File: src/rtl/fetch_seq_ctrl_if.sv
// fetch_seq_ctrl_if
//   Groups the decode-side inputs and the fetch-side outputs of the fetch
//   sequencing controller into one bundle. clk and rst_n are not included.
//
//   slave  modport : used by fetch_seq_ctrl (receives decoder info, drives
//                    pc/ispb/stall/link outputs)
//   master modport : used by the decoder / environment (drives decoder info,
//                    observes the controller outputs)
//
//   Signals:
//     run_en        1  advance enable; 0 freezes the controller
//     ib_in         1  branch taken flag for the instruction in decode
//     bl_in         1  branch-with-link flag
//     bv_in        32  sign-extended byte offset of the branch
//     ld_in         1  instruction in decode is an executed load
//     ld_rd_in      4  destination register of that load
//     nxt_rn_in     4  Rn field of the instruction being fetched
//     pc_out       32  fetch address
//     ispb_out      1  squash the instruction in decode
//     stall_out     1  hold IF/ID and the fetch PC
//     link_we_out   1  single-cycle r14 write strobe
//     link_val_out 32  return address for r14
interface fetch_seq_ctrl_if;
  logic        run_en;
  logic        ib_in;
  logic        bl_in;
  logic [31:0] bv_in;
  logic        ld_in;
  logic [3:0]  ld_rd_in;
  logic [3:0]  nxt_rn_in;
  logic [31:0] pc_out;
  logic        ispb_out;
  logic        stall_out;
  logic        link_we_out;
  logic [31:0] link_val_out;

  modport slave (
    input  run_en, ib_in, bl_in, bv_in, ld_in, ld_rd_in, nxt_rn_in,
    output pc_out, ispb_out, stall_out, link_we_out, link_val_out
  );

  modport master (
    output run_en, ib_in, bl_in, bv_in, ld_in, ld_rd_in, nxt_rn_in,
    input  pc_out, ispb_out, stall_out, link_we_out, link_val_out
  );
endinterface

File: src/rtl/fetch_seq_ctrl.sv
// fetch_seq_ctrl
//   Sequencing controller for the fetch/decode front end of the 32-bit core.
//   Owns the fetch PC, redirects fetch on decoded branches (with an r14 link
//   write for BL), squashes the instruction in decode after a redirect, and
//   optionally inserts a one-cycle bubble on a load-use hazard.
//
//   Optional feature macro: LOAD_USE_STALL_EN
//     defined   : load-use hazard detection and the STALL state are present
//     undefined : ld_in / ld_rd_in / nxt_rn_in are ignored, stall_out is 0
//
//   Parameters:
//     RESET_PC      fetch address loaded on reset
//     FLUSH_CYCLES  cycles ispb is held after a taken branch (1..3)
//
//   Ports:
//     clk    core clock, rising edge
//     rst_n  synchronous active-low reset
//     bus    fetch_seq_ctrl_if.slave (decoder inputs, fetch outputs)
module fetch_seq_ctrl #(
  parameter logic [31:0] RESET_PC     = 32'h0000_0000,
  parameter int          FLUSH_CYCLES = 1
) (
  input logic           clk,
  input logic           rst_n,
  fetch_seq_ctrl_if.slave bus
);

  typedef enum logic [1:0] {
    RUN   = 2'd0,
    FLUSH = 2'd1,
    STALL = 2'd2
  } state_t;

  localparam logic [1:0] FLUSH_INIT = 2'(FLUSH_CYCLES);

  state_t      state;
  logic [1:0]  flush_cnt;
  logic [31:0] pc;
  logic [31:0] dec_pc;
  logic        ispb;
  logic        stall;
  logic        link_we;
  logic [31:0] link_val;
  logic        hazard;

  // A load in decode whose destination feeds the Rn of the instruction
  // being fetched needs one bubble before that instruction can decode.
`ifdef LOAD_USE_STALL_EN
  assign hazard = bus.ld_in && (bus.nxt_rn_in == bus.ld_rd_in);
`else
  logic unused_hazard_inputs;
  assign unused_hazard_inputs = ^{bus.ld_in, bus.ld_rd_in, bus.nxt_rn_in};
  assign hazard = 1'b0;
`endif

  // Sequencing FSM. ispb and stall are registered alongside the state so
  // they always reflect the state being entered. While frozen every
  // register holds except the link strobe, which drops so a pulse never
  // stretches across a freeze.
  always_ff @(posedge clk) begin
    if (!rst_n) begin
      state     <= RUN;
      flush_cnt <= 2'd0;
      pc        <= RESET_PC;
      dec_pc    <= RESET_PC;
      ispb      <= 1'b0;
      stall     <= 1'b0;
      link_we   <= 1'b0;
      link_val  <= 32'h0000_0000;
    end else if (!bus.run_en) begin
      link_we <= 1'b0;
    end else begin
      link_we <= 1'b0;
      unique case (state)
        RUN: begin
          if (bus.ib_in) begin
            // Branch wins over a hazard: the next instruction is squashed.
            pc        <= dec_pc + 32'd8 + bus.bv_in;
            dec_pc    <= pc;
            state     <= FLUSH;
            flush_cnt <= FLUSH_INIT;
            ispb      <= 1'b1;
            stall     <= 1'b0;
            if (bus.bl_in) begin
              link_we  <= 1'b1;
              link_val <= dec_pc + 32'd4;
            end
          end else if (hazard) begin
            pc     <= pc + 32'd4;
            dec_pc <= pc;
            state  <= STALL;
            ispb   <= 1'b1;
            stall  <= 1'b1;
          end else begin
            pc     <= pc + 32'd4;
            dec_pc <= pc;
          end
        end
        FLUSH: begin
          pc     <= pc + 32'd4;
          dec_pc <= pc;
          if (flush_cnt <= 2'd1) begin
            state     <= RUN;
            flush_cnt <= 2'd0;
            ispb      <= 1'b0;
          end else begin
            flush_cnt <= flush_cnt - 2'd1;
          end
        end
        STALL: begin
          // PC and dec_pc hold; the dependent instruction stays in IF/ID.
          state <= RUN;
          ispb  <= 1'b0;
          stall <= 1'b0;
        end
        default: begin
          state     <= RUN;
          flush_cnt <= 2'd0;
          ispb      <= 1'b0;
          stall     <= 1'b0;
        end
      endcase
    end
  end

  assign bus.pc_out       = pc;
  assign bus.ispb_out     = ispb;
`ifdef LOAD_USE_STALL_EN
  assign bus.stall_out    = stall;
`else
  assign bus.stall_out    = 1'b0;
  logic unused_stall;
  assign unused_stall = stall;
`endif
  assign bus.link_we_out  = link_we;
  assign bus.link_val_out = link_val;

endmodule

File: src/flat_wrapper.sv
// flat-port wrapper written by rule: the top's interface ports become plain ports
module fetch_seq_ctrl_flat 
#(
  parameter logic [31:0] RESET_PC     = 32'h0000_0000,
  parameter int          FLUSH_CYCLES = 1
)
  (clk, rst_n, bus_run_en, bus_ib_in, bus_bl_in, bus_bv_in, bus_ld_in, bus_ld_rd_in, bus_nxt_rn_in, bus_pc_out, bus_ispb_out, bus_stall_out, bus_link_we_out, bus_link_val_out);
  fetch_seq_ctrl_if bus_i ();
  input logic clk;
  input logic rst_n;
  input wire logic [$bits(bus_i.run_en)-1:0] bus_run_en;
  input wire logic [$bits(bus_i.ib_in)-1:0] bus_ib_in;
  input wire logic [$bits(bus_i.bl_in)-1:0] bus_bl_in;
  input wire logic [$bits(bus_i.bv_in)-1:0] bus_bv_in;
  input wire logic [$bits(bus_i.ld_in)-1:0] bus_ld_in;
  input wire logic [$bits(bus_i.ld_rd_in)-1:0] bus_ld_rd_in;
  input wire logic [$bits(bus_i.nxt_rn_in)-1:0] bus_nxt_rn_in;
  output wire logic [$bits(bus_i.pc_out)-1:0] bus_pc_out;
  output wire logic [$bits(bus_i.ispb_out)-1:0] bus_ispb_out;
  output wire logic [$bits(bus_i.stall_out)-1:0] bus_stall_out;
  output wire logic [$bits(bus_i.link_we_out)-1:0] bus_link_we_out;
  output wire logic [$bits(bus_i.link_val_out)-1:0] bus_link_val_out;
  assign bus_i.run_en = bus_run_en;
  assign bus_i.ib_in = bus_ib_in;
  assign bus_i.bl_in = bus_bl_in;
  assign bus_i.bv_in = bus_bv_in;
  assign bus_i.ld_in = bus_ld_in;
  assign bus_i.ld_rd_in = bus_ld_rd_in;
  assign bus_i.nxt_rn_in = bus_nxt_rn_in;
  assign bus_pc_out = bus_i.pc_out;
  assign bus_ispb_out = bus_i.ispb_out;
  assign bus_stall_out = bus_i.stall_out;
  assign bus_link_we_out = bus_i.link_we_out;
  assign bus_link_val_out = bus_i.link_val_out;
  fetch_seq_ctrl #(.RESET_PC(RESET_PC), .FLUSH_CYCLES(FLUSH_CYCLES)) u_core (.clk(clk), .rst_n(rst_n), .bus(bus_i));
endmodule
File: config.mk
export PLATFORM = sky130hd
export DESIGN_NAME = fetch_seq_ctrl_flat
export DESIGN_NICKNAME = d
export VERILOG_FILES = /design/src/rtl/fetch_seq_ctrl_if.sv /design/src/rtl/fetch_seq_ctrl.sv /design/src/flat_wrapper.sv
export SDC_FILE = /design/constraint.sdc
export NUM_CORES = 1
export LEC_CHECK = 0
export BUFFER_PORTS_ARGS = -buffer_cell sky130_fd_sc_hd__buf_2
export CORE_UTILIZATION = 35
export CTS_CLUSTER_DIAMETER = 50
export DETAILED_ROUTE_END_ITERATION = 7
export SLEW_MARGIN = 25
export SYNTH_ARGS = -nofsm -noshare
export SYNTH_HDL_FRONTEND = slang
export SYNTH_SLANG_ARGS = --single-unit
File: constraint.sdc
create_clock -name clk -period 8.3 [get_ports clk]
set_clock_uncertainty 0.2 [all_clocks]
set_input_delay 0.415 -clock clk [delete_from_list [all_inputs] [get_ports clk]]
set_output_delay 0.415 -clock clk [all_outputs]
set_load 0.02 [all_outputs]
==> results of run 1 <==
==> power by group through the flow <==
stage               Sequential [mW]  Clock (mW)  Combinational (mW)
global placement              0.551           0               0.248
floorplan                     0.560           0               0.160
CTS                           0.541       0.510               0.251
finish                        0.542       0.500               0.251
global route                  0.546       0.531               0.278
detailed placement            0.552           0               0.249
==> layer usage <==
layer  GRT usage  vias to the layer above  wire length, um
met1      0.3070                     3116            10750
met5           0                        -                0
met3     0.02932                       23             1194
met4     0.06215                        0              383
li1            -                     3389                -
met2      0.3155                      170             8942
==> through the flow <==
| step | utilization | power, mW | hold WS [ns] | worst slack [ns] |
|---|---|---|---|---|
| after global placement | 0.3934 | 0.7995 | 0.2413 | 4.728 |
| after detailed placement | 0.3934 | 0.8011 | 0.2474 | 4.713 |
| after CTS | 0.4118 | 1.302 | 0.2340 | 4.735 |
| final | 0.4118 | 1.293 | 0.2445 | 4.714 |
| after floorplan | - | 0.7200 | 0.2216 | 5.197 |
| after global routing | 0.4118 | 1.354 | 0.2686 | 4.532 |
==> kinds of logic after synthesis <==
kind of cell / count (synthesis) / share of synthesized area
compound gates: 251 / 0.2329
xor+xnor: 41 / 0.05133
fa+ha+maj: 64 / 0.1155
buf+inv: 69 / 0.03899
flops: 100 / 0.2862
mux: 38 / 0.05509
other cells: 1 / 0.0005361
simple gates: 320 / 0.2195
==> final timing paths <==
path                                                  from                          to  slack, ns
worst min-delay path                          bus_bv_in[0]        u_core.bus.pc_out[0]       0.24
worst max register to register            u_core.dec_pc[4]       u_core.bus.pc_out[24]       4.71
worst max-delay path                      u_core.dec_pc[4]       u_core.bus.pc_out[24]       4.71
worst min register to register  u_core.bus.link_val_out[1]  u_core.bus.link_val_out[1]       0.26
==> state kept, by name (all words and copies together) (netlist names) <==
| register | flops |
|---|---|
| u_core.bus.ispb_out | 1 |
| u_core.bus.link_val_out | 32 |
| u_core.bus.link_we_out | 1 |
| u_core.bus.pc_out | 32 |
| u_core.dec_pc | 32 |
| u_core.flush_cnt | 2 |
==> final cells by class <==
class                           instances  area, um^2
Fill cell                            2061       11490
Multi-Input combinational cell        715        4725
Sequential cell                       100        2002
Timing Repair Buffer                  107       548.0
Tap cell                              265       331.6
Clock buffer                           11       252.7
Clock inverter                          5       106.4
Inverter                               20       75.07
==> critical path, stage by stage, from the launching register on <==
cell and delay [ns]:
dfxtp_1 0.49, ha_1 0.30, ha_1 0.38, a21o_1 0.20, a21oi_1 0.28, a21oi_1 0.17
o41ai_2 0.70, o31ai_1 0.21, xnor2_1 0.20, a2111oi_2 0.35
==> cells in the final DEF, fill, tap and decap left out, types with 21 or more instances in the layout <==
cell type | netlist | layout
nand2_1 | 79 | 79
a211oi_1 | 23 | 23
dfxtp_1 | 100 | 100
nand3_1 | 38 | 38
nor2_1 | 95 | 95
o21ai_0 | 59 | 59
ha_1 | 63 | 63
buf_2 | 7 | 102
mux2i_1 | 34 | 34
a21oi_1 | 75 | 75
nand4_1 | 21 | 21
xor2_1 | 22 | 22
==> flow_summary.json, run 1 <==
{
  "place_congestion": 0.8668,
  "dpl_cell_area_mm2": 0.007681,
  "numCtsBuffers": 9,
  "status": "completed",
  "ioPinCount": 113,
  "post_cts_buffers": 0,
  "power.internal_mw": 0.9109,
  "grt_pass1_vias": 6051,
  "synth.most_common_cell": "dfxtp_1",
  "grt_overflow_total": 0,
  "hold_violations": 0,
  "syn_inst": 884,
  "setup-tns-final_ns": 0,
  "ctsHoldBuffers": 0,
  "cp_data_arrival_time_ns": 3.64,
  "cts_root_buf": "clkbuf_16",
  "ys_types": 69,
  "final_cell_area_mm2": 0.008040,
  "vias": 6698,
  "slew_violations": 0,
  "clk_latency_ns": 0.35,
  "antenna_found_initial": 0,
  "post-route-min-period_ns": 3.586,
  "tightest_slew_ns": 0.9179,
  "grt_usage": 0.2098,
  "clock.fmax_ghz": 0.2789,
  "die_h_um": 143.4,
  "power.share.sequential": 0.420,
  "drive_gt1_frac": 0.1503,
  "cts_tree": "done",
  "pwr-share-clk": 0.387,
  "routed_wl_um": 21270,
  "synthArstFlopShare": 0,
  "maxSlewHeadroom": 0.3881,
  "syn2layout_area_growth_pct": 14.93,
  "fp-row-count": 51,
  "worstPathRequired_ns": 8.35,
  "ant_nets": 0,
  "dr.pass1.iters": 5,
  "synthFlopType": "dfxtp_1",
  "design.core.area_mm2": 0.01953,
  "p_leak_nw": 3.428,
  "syn_nets": 994,
  "vias_per_cell": 5.477,
  "dp_cells": 1207,
  "netlist_area_mm2": 0.006995,
  "crit_path_max_fanout": 6,
  "maxCapViolations": 0,
  "routedWlPerCell_um": 17.39,
  "ys_top_cells_by_area": "dfxtp_1, ha_1, a21oi_1",
  "drc": 0,
  "ff2ff_path_depth": 9,
  "criticalPathCategory": "flop to flop",
  "vdd_drop_max_v": 0.00009411,
  "p_sw_frac": 0.2955,
  "rsz0062_at_grt": "no",
  "crit_path_start_kind": "flop",
  "initial_core_util": 0.3583,
  "whs_path_depth": 4,
  "cts_resized": 0,
  "dieArea_mm2": 0.02056,
  "die_w_um": 143.4,
  "diodes": 0,
  "setup_viol": 0,
  "setup.worst_path.end_class": "flop",
  "ys_ff_latch": 100,
  "power_frac_comb": 0.194,
  "synth_top_area_share": 0.2862,
  "synth_edf_count": 0,
  "synth_area_leader_cell": "dfxtp_1",
  "ys_warn_count": 0,
  "ctsHtreeMaxLevel": 3,
  "ys_top_cells_by_count": "dfxtp_1, nor2_1, nand2_1",
  "syn_area_per_cell_um2": 7.913,
  "yosysSeqAreaShare": 0.2862,
  "hp-class": "input port to flop",
  "fin_crit_sh": 0.4320,
  "hpwlAfterDp_um": 16010,
  "switching_power_mw": 0.3820,
  "clk_path_buf_depth": 2,
  "pwr_density_cell_mw_per_mm2": 160.8,
  "clk_pin_slew_ns": 0.07,
  "grt_max_degree": 72,
  "nets": 1063,
  "fin_cells": 1223,
  "io_buffers": 102,
  "drtIter0Drc": 474,
  "clock_sink_count": 100,
  "grt_pass1_wl_um": 33400
}
No activity file was read; power rests on OpenSTA's default activity.
==> run 2, diff against run 1 <==
- clock period: 8.3 -> 3.23 ns (I/O delays scaled with it)
==> run 2 against run 1 <==
  * Maximum frequency rose by 17%
  * Global-route usage barely moved
  * Non-clock buffer count rose by 45
==> flow_summary.json, run 2 (synthesis results as in run 1) <==
{
  "status": "completed",
  "grt_busiest_layer": "met2",
  "drtIter0Drc": 490,
  "clock.fmax_ghz": 0.3268,
  "slowest_stage": "a2111o_1",
  "die_h_um": 143.4,
  "numCtsBuffers": 9,
  "slew_violations": 0,
  "pwr-share-clk": 0.380,
  "vias": 6866,
  "crit_path_max_fanout": 5,
  "drive_gt1_frac": 0.1914,
  "routed_wl_um": 21580,
  "grt_usage": 0.2095,
  "vias_per_cell": 5.415,
  "path_common_cell": "ha_1",
  "post-route-min-period_ns": 3.060,
  "pwr_density_cell_mw_per_mm2": 400.7,
  "hold_violations": 0,
  "maxSlewHeadroom": 0.3856,
  "power_frac_comb": 0.209,
  "grt_max_degree": 58,
  "tightest_slew_ns": 0.9216,
  "clk_pin_slew_ns": 0.07,
  "cts_root_buf": "clkbuf_16",
  "grt_pass1_wl_um": 33320,
  "routedWlPerCell_um": 17.02,
  "criticalPathCategory": "flop to flop",
  "grt_overflow_total": 0,
  "p_sw_frac": 0.3004,
  "worstPathRequired_ns": 3.31,
  "power.share.sequential": 0.411,
  "setup_viol": 0,
  "setup.worst_path.end_class": "flop",
  "final_cell_mix": "buf_2, dfxtp_1, nor2_1",
  "cp_cell_sequence": "ha_1, ha_1, inv_1, fa_2, nand2b_4, a21oi_4, o31ai_4, a2111o_1, a21oi_2, mux2_2, a211oi_2",
  "vdd_drop_max_v": 0.0002535,
  "fin_crit_sh": 0.9473,
  "clk_path_buf_depth": 2,
  "setup-tns-final_ns": 0,
  "grt_pass1_vias": 6084,
  "fp-row-count": 51,
  "switching_power_mw": 1.011,
  "dieArea_mm2": 0.02056,
  "path_buf_inv": 1,
  "antenna_found_initial": 0,
  "crit_path_start_kind": "flop",
  "met3_usage": 0.02599,
  "ant_nets": 0,
  "clock_sink_count": 100,
  "power.internal_mw": 2.354,
  "nets": 1108,
  "grt_use_met2": 0.3114,
  "initial_core_util": 0.3583,
  "cp_data_arrival_time_ns": 3.14,
  "nFillCells": 2030,
  "ioPinCount": 113,
  "rsz0062_at_grt": "no",
  "die_w_um": 143.4,
  "use_met1": 0.3106,
  "maxCapViolations": 0,
  "hpwlAfterDp_um": 16660,
  "cts_tree": "done",
  "whs_ns": 0.05907,
  "dr.pass1.iters": 5,
  "io_buffers": 102,
  "ctsHtreeMaxLevel": 3,
  "p_leak_nw": 3.664,
  "diodes": 0,
  "design.core.area_mm2": 0.01953,
  "cpPeakStageDelay_ns": 0.43,
  "syn2layout_area_growth_pct": 20.01,
  "path_delay_family": "compound AO/OA/AOI/OAI gates",
  "place_congestion": 0.9174,
  "hp-class": "input port to flop",
  "clk_latency_ns": 0.35,
  "final_common_cell": "buf_2",
  "drc": 0
}
==> run 2: cell count changes in the layout (fill, tap and decap cells not counted), sizes merged <==
cell         before  now
buf             107  151
dlygate4sd3       0    1
==> run 2: area by class of cell <==
cell class                 count  area (um^2)  area share
inverter                      20        75.07    0.008942
clock buffer                  11        242.7     0.02891
clock inverter                 5        106.4     0.01267
sequential                   100         2002      0.2385
timing repair buffer         152        888.4      0.1058
tap                          265        331.6     0.03949
multi-input combinational    715         4750      0.5657
==> run 2: what timing repair did <==
item | in CTS | in global routing
setup endpoints to repair | 0 | 4
hold buffers | 1 | 0
hold endpoints to repair | 1 | 0
gates resized for setup | 0 | 6
setup buffers | 0 | 0
==> run 2: stage by stage <==
step	utilization	instance area, um^2	setup WS, ns	power (mW)	cells
after floorplan	-	6995	0.2341	1.850	884
after global placement	0.4103	8011	0.08497	2.097	1251
after detailed placement	0.4103	8011	0.04994	2.100	1251
after CTS	0.4287	8371	0.03218	3.372	1268
after global routing	0.4300	8396	0.001544	3.508	1268
final	0.4300	8396	0.1704	3.364	1268
==> run 2: per-layer routing <==
layer / up-vias / wire length (um)
li1: 3491 / -
met1: 3136 / 10740
met2: 218 / 9142
met3: 21 / 1339
met4: 0 / 358
met5: - / 0
==> run 2: power groups by stage <==
stage | clock network, mW | registers [mW] | logic (mW)
2_1_floorplan | 0 | 1.44 | 0.412
5_1_grt | 1.34 | 1.39 | 0.775
4_1_cts | 1.30 | 1.38 | 0.697
3_5_place_dp | 0 | 1.41 | 0.691
6_report | 1.28 | 1.38 | 0.703
3_3_place_gp | 0 | 1.41 | 0.689
==> run 2: worst paths after layout <==
path / start / to / slack [ns] / cells after the start
max: u_core.dec_pc[1] / u_core.bus.pc_out[17] / 0.17 / 11
min: bus_bl_in / u_core.bus.link_we_out / 0.06 / 3
max reg2reg: u_core.dec_pc[1] / u_core.bus.pc_out[17] / 0.17 / 11
min reg2reg: u_core.bus.link_val_out[0] / u_core.bus.link_val_out[0] / 0.25 / 2
==> run 2: worst reg2reg max path: stages (launching register included) <==
cell	delay, ns
dfxtp_1	0.33
ha_1	0.28
ha_1	0.16
inv_1	0.06
fa_2	0.34
nand2b_4	0.17
a21oi_4	0.19
o31ai_4	0.11
a2111o_1	0.43
a21oi_2	0.15
mux2_2	0.35
a211oi_2	0.20
